`src/rtl/conv_sched_pkg.sv`:
```
// conv_sched_pkg
//   Shared definitions for the convolution tile scheduler: the default
//   widths, the scheduler state encoding, and a small engine-select helper.
package conv_sched_pkg;

  localparam int DEF_IMG_AW = 10;  // image address width
  localparam int DEF_W_AW   = 8;   // weight address width
  localparam int DEF_DW     = 24;  // result width
  localparam int DEF_CW     = 8;   // tile-count / tag width

  typedef enum logic [2:0] {
    IDLE,
    ISSUE,
    LOAD,
    DRAIN,
    FINISH
  } sched_state_t;

  // One-hot engine select from an engine index bit.
  function automatic logic [1:0] eng_onehot(input logic e);
    return e ? 2'b10 : 2'b01;
  endfunction

endpackage

```
`src/rtl/conv_result_slot.sv`:
```
// conv_result_slot
//   One-entry holding register for one engine's result. A capture loads the
//   data and marks the slot full; a clear empties it. The scheduler never
//   captures into a full slot, so capture and clear never coincide.
// Ports:
//   clk, rst  clock / asynchronous active-high reset
//   capture   load din and set full
//   clear     drop the held result
//   din       result word from the engine
//   full      slot holds an unread result
//   data      held result word
module conv_result_slot
  import conv_sched_pkg::*;
#(
  parameter int DW = DEF_DW
) (
  input  logic          clk,
  input  logic          rst,
  input  logic          capture,
  input  logic          clear,
  input  logic [DW-1:0] din,
  output logic          full,
  output logic [DW-1:0] data
);

  // NOTE: registers are updated with non-blocking assignments so every flop
  // samples pre-edge values regardless of statement order.
  always_ff @(posedge clk or posedge rst) begin
    if (rst) begin
      full <= 1'b0;
      // NOTE: the data word is reset too, because it is visible on res_data
      // straight after reset and must read as zero.
      data <= '0;
    end else if (capture) begin
      full <= 1'b1;
      data <= din;
    end else if (clear) begin
      full <= 1'b0;
    end
  end

endmodule

```
`src/rtl/conv_tile_scheduler.sv`:
```
// conv_tile_scheduler
//   Sequences cfg_tile_cnt convolution tiles onto two engines (tile k runs on
//   engine k[0]), lets only one engine use the shared RAM read port (load
//   phase) at a time, and returns results in tile order on a valid/ready
//   stream.
// Ports:
//   clk, rst                   clock / asynchronous active-high reset
//   go                         job start pulse, sampled only in IDLE
//   cfg_img_base/_stride       image address of tile 0 / step per tile
//   cfg_w_addr, cfg_tile_cnt   weight start address / number of tiles
//   busy, all_done             job running / one-cycle end-of-job pulse
//   eng_start                  per-engine start pulse
//   eng_s_img_addr, _s_w_addr  start addresses shared by both engines
//   eng_data_in_done, eng_done per-engine load-complete / result-valid
//   eng_calc_data              {engine1, engine0} results
//   res_valid/ready/data/tag   in-order result stream, tag = tile index
module conv_tile_scheduler
  import conv_sched_pkg::*;
#(
  parameter int IMG_AW = DEF_IMG_AW,
  parameter int W_AW   = DEF_W_AW,
  parameter int DW     = DEF_DW,
  parameter int CW     = DEF_CW
) (
  input  logic              clk,
  input  logic              rst,
  input  logic              go,
  input  logic [IMG_AW-1:0] cfg_img_base,
  input  logic [IMG_AW-1:0] cfg_img_stride,
  input  logic [W_AW-1:0]   cfg_w_addr,
  input  logic [CW-1:0]     cfg_tile_cnt,
  output logic              busy,
  output logic              all_done,
  output logic [1:0]        eng_start,
  output logic [IMG_AW-1:0] eng_s_img_addr,
  output logic [W_AW-1:0]   eng_s_w_addr,
  input  logic [1:0]        eng_data_in_done,
  input  logic [1:0]        eng_done,
  input  logic [2*DW-1:0]   eng_calc_data,
  output logic              res_valid,
  input  logic              res_ready,
  output logic [DW-1:0]     res_data,
  output logic [CW-1:0]     res_tag
);

  sched_state_t      state;
  logic [CW-1:0]     cnt;
  logic [CW-1:0]     issue_idx;
  logic [CW-1:0]     out_idx;
  logic [CW-1:0]     issue_next;
  logic [CW-1:0]     out_next;
  logic [IMG_AW-1:0] stride;
  logic [IMG_AW-1:0] img_addr;
  logic [W_AW-1:0]   w_addr;
  logic [1:0]        eng_busy;
  logic [1:0]        slot_full;
  logic [1:0]        free;
  logic [1:0]        capture;
  logic [1:0]        clear;
  logic [DW-1:0]     slot_data [2];
  logic              cur_e;
  logic              out_e;
  logic              in_done;
  logic              drain;

  assign cur_e      = issue_idx[0];
  assign out_e      = out_idx[0];
  assign issue_next = issue_idx + 1'b1;
  assign out_next   = out_idx + 1'b1;
  assign free       = ~eng_busy & ~slot_full;

  // Engine pulses only count while that engine is running a tile; this
  // filters stray pulses from engines that kept going through a reset.
  assign capture = eng_done & eng_busy;
  assign in_done = eng_data_in_done[cur_e] & eng_busy[cur_e];

  // Start is a decode of registered state and flags, so it is high exactly
  // for the ISSUE cycle in which the target engine is free.
  assign eng_start = (state == ISSUE && free[cur_e]) ? eng_onehot(cur_e) : 2'b00;

  assign res_valid = slot_full[out_e] &&
                     (state == ISSUE || state == LOAD || state == DRAIN);
  assign drain     = res_valid & res_ready;
  assign clear     = drain ? eng_onehot(out_e) : 2'b00;
  assign res_data  = slot_data[out_e];
  assign res_tag   = out_idx;

  assign busy           = (state != IDLE);
  assign eng_s_img_addr = img_addr;
  assign eng_s_w_addr   = w_addr;

  for (genvar g = 0; g < 2; g++) begin : g_slot
    conv_result_slot #(.DW(DW)) u_slot (
      .clk     (clk),
      .rst     (rst),
      .capture (capture[g]),
      .clear   (clear[g]),
      .din     (eng_calc_data[g*DW +: DW]),
      .full    (slot_full[g]),
      .data    (slot_data[g])
    );
  end

  always_ff @(posedge clk or posedge rst) begin
    if (rst) begin
      state     <= IDLE;
      cnt       <= '0;
      stride    <= '0;
      img_addr  <= '0;
      w_addr    <= '0;
      issue_idx <= '0;
      out_idx   <= '0;
      eng_busy  <= '0;
      all_done  <= 1'b0;
    end else begin
      all_done <= 1'b0;
      eng_busy <= (eng_busy & ~capture) | eng_start;
      if (drain) out_idx <= out_next;

      case (state)
        IDLE: begin
          if (go) begin
            cnt       <= cfg_tile_cnt;
            stride    <= cfg_img_stride;
            img_addr  <= cfg_img_base;
            w_addr    <= cfg_w_addr;
            issue_idx <= '0;
            out_idx   <= '0;
            state     <= (cfg_tile_cnt == '0) ? FINISH : ISSUE;
          end
        end
        ISSUE: begin
          if (free[cur_e]) state <= LOAD;
        end
        LOAD: begin
          // Address advances with the tile index: base + idx*stride, wrapping.
          if (in_done) begin
            issue_idx <= issue_next;
            img_addr  <= img_addr + stride;
            state     <= (issue_next == cnt) ? DRAIN : ISSUE;
          end
        end
        DRAIN: begin
          // Look through the final handshake so FINISH follows it directly.
          if (out_idx == cnt || (drain && out_next == cnt)) state <= FINISH;
        end
        FINISH: begin
          all_done <= 1'b1;
          state    <= IDLE;
        end
        default: state <= IDLE;
      endcase
    end
  end

endmodule
```
`config.mk`:
```
export PLATFORM = sky130hd
export DESIGN_NAME = conv_tile_scheduler
export DESIGN_NICKNAME = d
export VERILOG_FILES = /design/src/rtl/conv_sched_pkg.sv /design/src/rtl/conv_result_slot.sv /design/src/rtl/conv_tile_scheduler.sv
export SDC_FILE = /design/constraint.sdc
export NUM_CORES = 1
export LEC_CHECK = 0
export ABC_AREA = 1
export CORE_MARGIN = 2
export CORE_UTILIZATION = 45
export DETAILED_ROUTE_END_ITERATION = 16
export PLACE_DENSITY = 0.77
export SLEW_MARGIN = 10
export SYNTH_ARGS = -nofsm -noshare
export SYNTH_HDL_FRONTEND = slang
export SYNTH_SLANG_ARGS = --single-unit
```
`constraint.sdc`:
```
create_clock -name clk -period 3.4 [get_ports clk]
set_clock_uncertainty 0.2 [all_clocks]
set_input_delay 0.68 -clock clk [delete_from_list [all_inputs] [get_ports clk]]
set_output_delay 0.68 -clock clk [all_outputs]
set_load 0.01 [all_outputs]
```
==> flow_summary_export.csv <==
group,metric,value,unit
clocking,insertion_delay,0.36,ns
worst_setup_path,crit_slowest_cell,"dfrtp_1",
finish,final_cell_mix,"212 x nand2_1, 146 x clkdlybuf4s50_1, 108 x dfrtp_1, 75 x inv_1, 62 x nor2_1",
timing,tns,0,ns
timing,relSlewSlack,62.42,%
clocking,postCtsHoldBufs,0,
status,status,"complete, no violations",
timing,layout_min_cycle_time,2.987,ns
floorplan,initial_utilization,45.64,%
floorplan,ioPinCount,147,
pwr,p_sw,0.002771,W
worst_setup_path,path_buf_inv,2,
finish,stdcell_count,1024,
finish,layout.nets,953,
clocking,ctsResizeCount,0,
place,io_buffers,146,
routing,num_vias,4992,
clocking,root_buffer,"clkbuf_16",
grt,grt-ovfl-total,0,
routing,ant_nets,0,
timing,tightest_slew,0.5586,ns
pwr,intPower,0.004067,W
finish,n_fill_cell,1147,
place,place_congestion,0.8987,
logic_synthesis,ys_types,44,
logic_synthesis,synthCells,705,
worst_setup_path,critical-path-top-delay-family,"buffers and inverters",
floorplan,placementRows,41,
logic_synthesis,ys_ff_latch,108,
grt,grt_pass1_vias,4832,
logic_synthesis,async_flop_share,100.0,%
logic_synthesis,synth_warnings,0,
pwr,swShare,40.52,%
timing,max_freq,334.7,MHz
routing,drt-initial-drc-count,310,
grt,antenna_found_initial,0,
clocking,clockBufferDepth,2,
finish,layout-area-overhead-vs-synth,34.14,%
place,hpwl,10430,um
pwr,ir_drop,0.4245,mV
timing,holdWs,0.2740,ns
floorplan,core-area,0.01252,mm2
place,dpl.cell_count,1008,
finish,drive_gt1_share,9.038,%
logic_synthesis,synthFlopType,"dfrtp_1",
grt,grt_pass1_wl,23180,um
clocking,htree_levels,3,
clocking,cts_tree,"yes",
pwr,pwr-share-comb,51.0,%
worst_setup_path,cp-start-kind,"flip-flop",
finish,seqCellArea,0.002703,mm2
grt,grt_usage,21.85,%
finish,diodes,0,
logic_synthesis,seq_area_frac_synth,47.31,%
logic_synthesis,avgSynthCellArea,8.104,um2
pwr,seqPwrFrac,32.6,%
timing,fin_crit_sh,87.86,%
worst_setup_path,cp_data_required_time,2.52,ns
pwr,powerDensity,892.2,mW/mm2
clocking,cts_num_sinks,108,
worst_setup_path,critical_path_class,"reg2out",
worst_setup_path,critPathMaxFanout,10,
worst_setup_path,path_cells,"nor3_1 > inv_1 > nor2_1 > clkdlybuf4s50_1",
min_path,min_path_type,"reg2reg",
routing,firstDrtPassIters,4,
clocking,path_clk_slew,0.07,ns
routing,wl,14160,um
flow_run,max_cap_violations,0,
timing,hold_violations,0,
finish,multiInputGateArea,0.002580,mm2
logic_synthesis,synth_edf_count,0,
clocking,cts_buffers,9,
worst_setup_path,cp.arrival,2.11,ns
floorplan,die_h,116.7,um
pwr,pwr-share-clk,16.4,%
finish,final_common_cell,"nand2_1",
floorplan,die_w,116.7,um
grt,grt_max_degree,50,
timing,rsz0062_at_grt,"no",
logic_synthesis,synth_nets,811,
routing,drc,0,
timing,drv_slew,0,
routing,vias_per_cell,4.875,
worst_setup_path,critPathCaptureType,"output port",
clocking,cts_setup_buffers,0,
floorplan,dieArea,0.01361,mm2
logic_synthesis,synthesis.area,0.005713,mm2
pwr,p_leak,3.666,nW
worst_setup_path,max_stage_delay,0.57,ns
routing,wl_per_cell,13.83,um
timing,setup_viol,0,
worst paths after layout:
path	startpoint	to	slack (ns)	cells past startpoint
min in group asynchronous	rst	g_slot[0].u_slot.data[14]$_DFFE_PP0P_	0.49	2
setup reg to reg	res_tag[0]$_DFF_PP0_	state[1]$_DFFE_PP0P_	0.97	11
max in group asynchronous	rst	stride[3]$_DFFE_PP0P_	1.85	3
setup / recovery	state[1]$_DFFE_PP0P_	eng_start[0]	0.41	4
hold / removal	eng_s_w_addr[1]$_DFFE_PP0P_	eng_s_w_addr[1]$_DFFE_PP0P_	0.27	2
hold reg to reg	eng_s_w_addr[1]$_DFFE_PP0P_	eng_s_w_addr[1]$_DFFE_PP0P_	0.27	2
registers in the layout, indices dropped and copies added, names as in the netlist:
name,cells
all_done,1
cnt,8
eng_busy,2
eng_s_img_addr,10
eng_s_w_addr,8
g_slot.u_slot.data,48
g_slot.u_slot.full,2
issue_idx,8
res_tag,8
state,3
stride,10
power groups by stage:
stage | combinational, W | sequential, W | clock [W]
finish | 0.00349 | 0.00223 | 0.00112
global route | 0.00394 | 0.00231 | 0.00119
CTS | 0.00351 | 0.00223 | 0.00114
detailed placement | 0.00349 | 0.00225 | 0
global placement | 0.00342 | 0.00224 | 0
floorplan | 0.00221 | 0.00219 | 0
cells by family (layout without fill, tap and decap cells):
kind of cell	Yosys count	in the layout	synth area share, %
simple gates	336	336	24.46
flops	108	108	47.31
compound gates	107	107	11.04
buf+inv	105	252	7.534
mux	25	25	4.928
fa+ha+maj	14	14	3.198
xor+xnor	10	10	1.533
layout make-up:
type	instances	area share, %
Clock inverter	5	0.8490
Timing Repair Buffer	154	20.02
Multi-Input combinational cell	492	33.67
Tap cell	172	2.808
Clock buffer	11	3.298
Inverter	82	4.098
Sequential cell	108	35.27
cells in the mapped netlist, types with 2 or more instances:
cell type | instances | area (um2)
nand2_1 | 212 | 795.8
dfrtp_1 | 108 | 2703
inv_1 | 76 | 285.3
nor2_1 | 62 | 232.7
o21ai_0 | 43 | 215.2
nand3_1 | 39 | 195.2
a21oi_1 | 37 | 185.2
mux2_2 | 25 | 281.5
clkbuf_1 | 13 | 48.80
ha_1 | 13 | 162.7
xor2_1 | 8 | 70.07
o22ai_2 | 6 | 75.07
buf_2 | 5 | 25.02
inv_2 | 5 | 18.77
nand4_1 | 5 | 31.28
nor3_1 | 5 | 25.02
o21ai_1 | 4 | 20.02
a31oi_1 | 3 | 18.77
o21ai_2 | 3 | 26.28
o31ai_1 | 3 | 22.52
or2_2 | 3 | 18.77
buf_1 | 2 | 7.510
o211ai_2 | 2 | 25.02
o22ai_1 | 2 | 12.51
xnor2_1 | 2 | 17.52
per-stage QoR:
stage	area [um2]	power, W	setup slack (ns)	util, %
after floorplan	5717	0.004406	1.219	-
after global placement	7346	0.005656	0.7368	58.69
after detailed placement	7346	0.005737	0.7469	58.69
after CTS	7664	0.006886	0.4041	61.23
after global routing	7664	0.007434	0.3181	61.23
final	7664	0.006838	0.4126	61.23
tightest hold or removal path, delay by kind of cell (launching register included):
| family | cells | cell delay [ns] |
|---|---|---|
| DFF | 1 | 0.35 |
| and+or+nand+nor | 2 | 0.09 |
per-layer routing:
layer  part of all wire (%)  vias up  GRT usage (%)
met2                     46      116          34.11
met4                    2.8        0          8.863
met3                    4.4       27          4.255
met5                      0        -              0
met1                     47     2304          30.13
li1                       -     2545              -
No activity file was read; power rests on OpenSTA's default activity.
